`src/rtl/edge_arb_pkg.sv`:
```
// Shared types for the edge-event arbiter: FSM state and edge polarity.
package edge_arb_pkg;

   typedef enum logic {IDLE, SEND} arb_state_t;

   typedef enum logic {EDGE_FALL = 1'b0, EDGE_RISE = 1'b1} edge_t;

endpackage

```
`src/rtl/edge_event_arbiter_if.sv`:
```
// Valid/ready event port: the arbiter drives channel and polarity, the consumer drives ready.
interface edge_event_arbiter_if #(
   parameter int unsigned N_CH = 4
);
   localparam int unsigned CH_W = $clog2(N_CH);

   logic            evt_valid;
   logic            evt_ready;
   logic [CH_W-1:0] evt_ch;
   logic            evt_rise;

   modport master (
      output evt_valid,
      output evt_ch,
      output evt_rise,
      input  evt_ready
   );

   modport slave (
      input  evt_valid,
      input  evt_ch,
      input  evt_rise,
      output evt_ready
   );

endinterface

```
`src/rtl/rr_arbiter.sv`:
```
// Combinational round-robin pick: first requester after last_i, wrapping N-1 -> 0.
module rr_arbiter #(
   parameter int unsigned N    = 4,
   parameter int unsigned CH_W = $clog2(N)
) (
   input  logic [N-1:0]    req_i,
   input  logic [CH_W-1:0] last_i,
   output logic            gnt_vld_o,
   output logic [CH_W-1:0] gnt_idx_o
);

   int unsigned idx;

   always_comb begin
      gnt_vld_o = 1'b0;
      gnt_idx_o = '0;
      idx       = 0;
      // Walk offsets 1..N so last_i itself is considered last.
      for (int unsigned k = 1; k <= N; k++) begin
         idx = (int'(last_i) + k) % N;
         if (!gnt_vld_o && req_i[idx]) begin
            gnt_vld_o = 1'b1;
            gnt_idx_o = CH_W'(idx);
         end
      end
   end

endmodule

```
`src/rtl/edge_event_arbiter.sv`:
```
// Per-channel rise/fall detectors latching pending events, served round-robin on one port.
module edge_event_arbiter
   import edge_arb_pkg::*;
#(
   parameter int unsigned N_CH = 4
) (
   input  logic                        clk,
   input  logic                        rst,
   input  logic [N_CH-1:0]             a_i,
   input  logic [N_CH-1:0]             en_i,
   input  logic                        ovf_clr_i,
   output logic                        ovf_o,
   edge_event_arbiter_if.master        evt
);

   localparam int unsigned CH_W = $clog2(N_CH);

   arb_state_t      state_q, state_d;
   logic [N_CH-1:0] prev_a_q;
   logic [N_CH-1:0] rise_pend_q, rise_pend_d;
   logic [N_CH-1:0] fall_pend_q, fall_pend_d;
   logic [N_CH-1:0] rise_det, fall_det, rise_clr, fall_clr;
   logic [CH_W-1:0] last_q, last_d;
   logic [CH_W-1:0] ch_q, ch_d;
   edge_t           edge_q, edge_d;
   logic            ovf_q, ovf_d, ovf_new;
   logic            gnt_vld, hs, load;
   logic [CH_W-1:0] gnt_idx;

   assign rise_det = ~prev_a_q & a_i & en_i;
   assign fall_det = prev_a_q & ~a_i & en_i;

   rr_arbiter #(
      .N    (N_CH),
      .CH_W (CH_W)
   ) u_rr (
      .req_i     (rise_pend_q | fall_pend_q),
      .last_i    (last_q),
      .gnt_vld_o (gnt_vld),
      .gnt_idx_o (gnt_idx)
   );

   always_ff @(posedge clk or posedge rst) begin
      if (rst) begin
         state_q <= IDLE;
      end else begin
         state_q <= state_d;
      end
   end

   always_comb begin
      state_d = state_q;
      unique case (state_q)
         IDLE:    if (gnt_vld) state_d = SEND;
         SEND:    if (evt.evt_ready) state_d = IDLE;
         default: state_d = IDLE;
      endcase
   end

   always_comb begin
      evt.evt_valid = (state_q == SEND);
      evt.evt_ch    = ch_q;
      evt.evt_rise  = (edge_q == EDGE_RISE);
      hs            = (state_q == SEND) && evt.evt_ready;
      load          = (state_q == IDLE) && gnt_vld;
   end

   always_comb begin
      rise_clr = '0;
      fall_clr = '0;
      if (hs) begin
         if (edge_q == EDGE_RISE) rise_clr[ch_q] = 1'b1;
         else                     fall_clr[ch_q] = 1'b1;
      end
      // A new edge on a bit being cleared this cycle re-arms it without overflow.
      rise_pend_d = (rise_pend_q & ~rise_clr) | rise_det;
      fall_pend_d = (fall_pend_q & ~fall_clr) | fall_det;
      ovf_new     = |(rise_det & rise_pend_q & ~rise_clr) |
                    |(fall_det & fall_pend_q & ~fall_clr);
      ovf_d       = (ovf_q & ~ovf_clr_i) | ovf_new;
      ch_d        = load ? gnt_idx : ch_q;
      edge_d      = edge_q;
      if (load) edge_d = rise_pend_q[gnt_idx] ? EDGE_RISE : EDGE_FALL;
      last_d      = hs ? ch_q : last_q;
   end

   always_ff @(posedge clk or posedge rst) begin
      if (rst) begin
         prev_a_q    <= '0;
         rise_pend_q <= '0;
         fall_pend_q <= '0;
         last_q      <= CH_W'(N_CH - 1);
         ch_q        <= '0;
         edge_q      <= EDGE_FALL;
         ovf_q       <= 1'b0;
      end else begin
         prev_a_q    <= a_i;
         rise_pend_q <= rise_pend_d;
         fall_pend_q <= fall_pend_d;
         last_q      <= last_d;
         ch_q        <= ch_d;
         edge_q      <= edge_d;
         ovf_q       <= ovf_d;
      end
   end

   assign ovf_o = ovf_q;

endmodule

```
`src/flat_wrapper.sv`:
```
// flat-port wrapper written by rule: the top's interface ports become plain ports
module edge_event_arbiter_flat import edge_arb_pkg::*;
#(
   parameter int unsigned N_CH = 4
)
  (clk, rst, a_i, en_i, ovf_clr_i, ovf_o, evt_evt_valid, evt_evt_ch, evt_evt_rise, evt_evt_ready);
  edge_event_arbiter_if #(.N_CH(N_CH)) evt_i ();
  input  logic clk;
  input  logic rst;
  input  logic [N_CH-1:0] a_i;
  input  logic [N_CH-1:0] en_i;
  input  logic ovf_clr_i;
  output logic ovf_o;
  output wire logic [$bits(evt_i.evt_valid)-1:0] evt_evt_valid;
  output wire logic [$bits(evt_i.evt_ch)-1:0] evt_evt_ch;
  output wire logic [$bits(evt_i.evt_rise)-1:0] evt_evt_rise;
  input wire logic [$bits(evt_i.evt_ready)-1:0] evt_evt_ready;
  assign evt_evt_valid = evt_i.evt_valid;
  assign evt_evt_ch = evt_i.evt_ch;
  assign evt_evt_rise = evt_i.evt_rise;
  assign evt_i.evt_ready = evt_evt_ready;
  edge_event_arbiter #(.N_CH(N_CH)) u_core (.clk(clk), .rst(rst), .a_i(a_i), .en_i(en_i), .ovf_clr_i(ovf_clr_i), .ovf_o(ovf_o), .evt(evt_i));
endmodule
```
`config.mk`:
```
export PLATFORM = sky130hd
export DESIGN_NAME = edge_event_arbiter_flat
export DESIGN_NICKNAME = d
export VERILOG_FILES = /design/src/rtl/edge_arb_pkg.sv /design/src/rtl/edge_event_arbiter_if.sv /design/src/rtl/rr_arbiter.sv /design/src/rtl/edge_event_arbiter.sv /design/src/flat_wrapper.sv
export SDC_FILE = /design/constraint.sdc
export NUM_CORES = 1
export LEC_CHECK = 0
export CORE_MARGIN = 1
export CORE_UTILIZATION = 46
export DETAILED_ROUTE_END_ITERATION = 7
export GPL_ROUTABILITY_DRIVEN = 1
export PLACE_DENSITY = 0.74
export SLEW_MARGIN = 20
export SYNTH_ARGS = -nofsm -noshare
export SYNTH_HDL_FRONTEND = slang
export SYNTH_SLANG_ARGS = --single-unit
```
`constraint.sdc`:
```
create_clock -name clk -period 1.45 [get_ports clk]
set_input_delay 0.29 -clock clk [delete_from_list [all_inputs] [get_ports clk]]
set_output_delay 0.29 -clock clk [all_outputs]
set_load 0.03 [all_outputs]
```
==> metrics <==
maximum net fanout on the critical path=4; final slew viol count=0; Iteration-0 DRC Markers=9; final setup violation count=1; DR top layer=met4; wire length on met2=about 1200 microns; worst hold-check path type=input port to asynchronous set/reset pin; Netlist Area Pre-Place=977 sq um; R2R Path End=u_core.evt.evt_rise; min Tclk post-route=roughly 1.5 ns; Non-Filler Instances=roughly 160; initial core utilization=0.493; crit path launch=u_core.rise_pend_q[0]; worst reg2reg path depth=5; setup skew after layout=roughly 0.013 ns; Met3 Routed Length=58 microns; root buf cell=clkbuf_4; status=complete, but fails checks; most frequent cells in the layout=nand2_1 (13), dfrtp_1 (13), buf_4 (12), nand3b_1 (10), clkdlybuf4s50_1 (10); cell area power density=approximately 1700 nW/um^2; die span in y=between 40 and 50 microns; first-pass iteration count of the detailed router=6; Rows=16; CP max-delay cell=dfrtp_1; placed cell areas=1240 sq um; largest net degree at the start of global routing=13; DP HPWL=between 1500 and 2000 microns; die area=about 2300 sq um; GRT Total Usage=0.237; IO Count=17; delay-heaviest family, CP=compound AO/OA/AOI/OAI gates; synth warn=0; Port Buffers=16; final instance area=about 1300 sq um; CTS Buffer Depth=2; CTS tree=yes; fillers=around 160; Post-Route M1 WL=slightly above 1000 microns; GP Congestion=about 0.86; failing checks=negative setup slack; dpl cells=151; startpoint types=flip-flop; Post-synth EDFFs=0; H-tree depth=1; R2R Path Start=u_core.rise_pend_q[0]; FF+latch count, synth=19; Slew @ Worst Pin=roughly 0.30 ns; Primary FF master, synth=dfrtp_1; ANT cells=0; Buf/Inv on CP=0; Worst setup EP type=flip-flop; Max Clk Rate=between 0.6 and 0.7 GHz; fraction of layout cells with a size suffix above 1=0.313; Avg Inst Size Synth=roughly 9.9 sq um; initial antenna violation count=0; WS Path Type=flip-flop to flip-flop; crit path cell chain=or2_4 -> a211oi_2 -> a21oi_2 -> o32a_1 -> o21ai_2; grt ovf=0; Reg area=roughly 480 sq um; Remaining DRCs=0; post-route setup slack=-0.00135 ns; Power Total=~2300 uW; top post-synthesis cells by area=dfrtp_1 (44%), nand3b_1 (7.7%), o21ai_0 (5.6%); area occupied by multi-input gates=about 540 sq um; fin nets=between 100 and 150; RSZ-0062 raised after global routing=yes; Sink Count=19; post-synth top area cell=dfrtp_1; post-DR wirelength/cell=approximately 15 microns; final critical-path share of the clock period=1.00; Num CTS Buffers=3; die width=48.1 microns; Via density=5.54; CTS clk-pin slew, worst paths=0.12 ns; post-synth net total=111; area of the core=1980 sq um; via count=~900; Final Hold Viols=0; Synth Instances=approximately 100; MaxCap Viol Count=0; number of hold buffers added after cts=0; relative slew slack=0.802; R2R setup slack=-0.001 ns; slowest cell delay on critical path=roughly 0.43 ns; Routed Antenna Nets=0; top-area cell type share of the netlist area=0.435; Seq/Total Area, Yosys=0.489; first-pass GRT wire length=about 3600 microns; async set-reset flop share out of synthesis=1.00; Worst-Skew Late Latency=0.32 ns; WP data arrival=between 1.5 and 2 ns; Peak VDD IR=0.958 mV; area delta synth->final=38.0%; Yosys cell types=31; vias in the first global route=about 870; drt total wl=2380 microns; P_leak=about 0.00052 uW; CP required=about 1.7 ns
how the worst max path moves through the flow:
| stage | slack, ns | endpoint | depth (start not counted) |
|---|---|---|---|
| finish | -0.001 | u_core.evt.evt_rise | 5 |
| global route | -0.06 | u_core.evt.evt_rise | 5 |
| CTS | -0.07 | u_core.ovf_o | 6 |
| detailed placement | -0.39 | u_core.ovf_o | 6 |
| global placement | -0.35 | u_core.ovf_o | 6 |
| floorplan | 0.02 | u_core.ovf_o | 5 |
worst register-to-register path, stage by stage, from the launching register on:
cell	delay, ns
dfrtp_1	0.43
or2_4	0.29
a211oi_2	0.22
a21oi_2	0.06
o32a_1	0.34
o21ai_2	0.06
where the power goes:
part,switching (uW),internal (uW),leakage (uW),total (uW)
Sequential,252,737,0.000201,988
Combinational,567,507,0.000299,1070
Clock,179,108,0.0000150,287
Total,998,1350,0.000515,2350
sequential cells by signal, summed over array words and instances (netlist names):
register	flops
u_core.ovf_o	1
u_core.evt.evt_valid	1
u_core.fall_pend_q	4
u_core.last_q	2
u_core.prev_a_q	4
u_core.evt.evt_rise	1
u_core.rise_pend_q	4
u_core.evt.evt_ch	2
cells in the mapped netlist, drive strengths merged (2+ instances only):
cell type / instances
a21boi: 2
o221ai: 2
nor2: 3
nand2b: 3
o21ai: 15
inv: 5
nor4: 2
dfrtp: 17
dfstp: 2
o21a: 2
nor3b: 6
nand2: 13
or2: 2
nand3b: 10
a21oi: 4
final cells by class:
class                           count  area share
Multi-Input combinational cell     75       0.404
Sequential cell                    19       0.358
Timing Repair Buffer               28       0.180
Tap cell                           27      0.0250
Clock buffer                        4      0.0195
Inverter                            5      0.0139
kinds of logic after synthesis:
logic type      synth area share
simple gates               0.268
compound gates             0.202
flops                      0.489
buf+inv                   0.0192
mux                       0.0218
metrics by stage:
step	util	TNS [ns]	hold WS, ns	setup slack [ns]
3_5_place_dp	0.626	-0.729	0.511	-0.390
4_1_cts	0.646	-0.0975	0.218	-0.0696
5_1_grt	0.681	-0.124	0.269	-0.0575
2_1_floorplan	-	0	0.240	0.0167
6_report	0.681	-0.00135	0.191	-0.00135
3_3_place_gp	0.626	-0.626	0.494	-0.348
per-layer routing:
metal | up-vias | global-route usage
li1 | 426 | -
met1 | 422 | 0.279
met2 | 20 | 0.422
met3 | 7 | 0.0444
met4 | 0 | 0.100
met5 | - | 0
what timing repair did:
item / CTS / global route
endpoints found under the hold margin: 0 / 0
pin swaps: 4 / 1
endpoints found under the setup margin: 7 / 7
resized for setup: 11 / 25
buffers inserted: 1 / 2
Note: power is estimated with default switching activity, not from simulation.
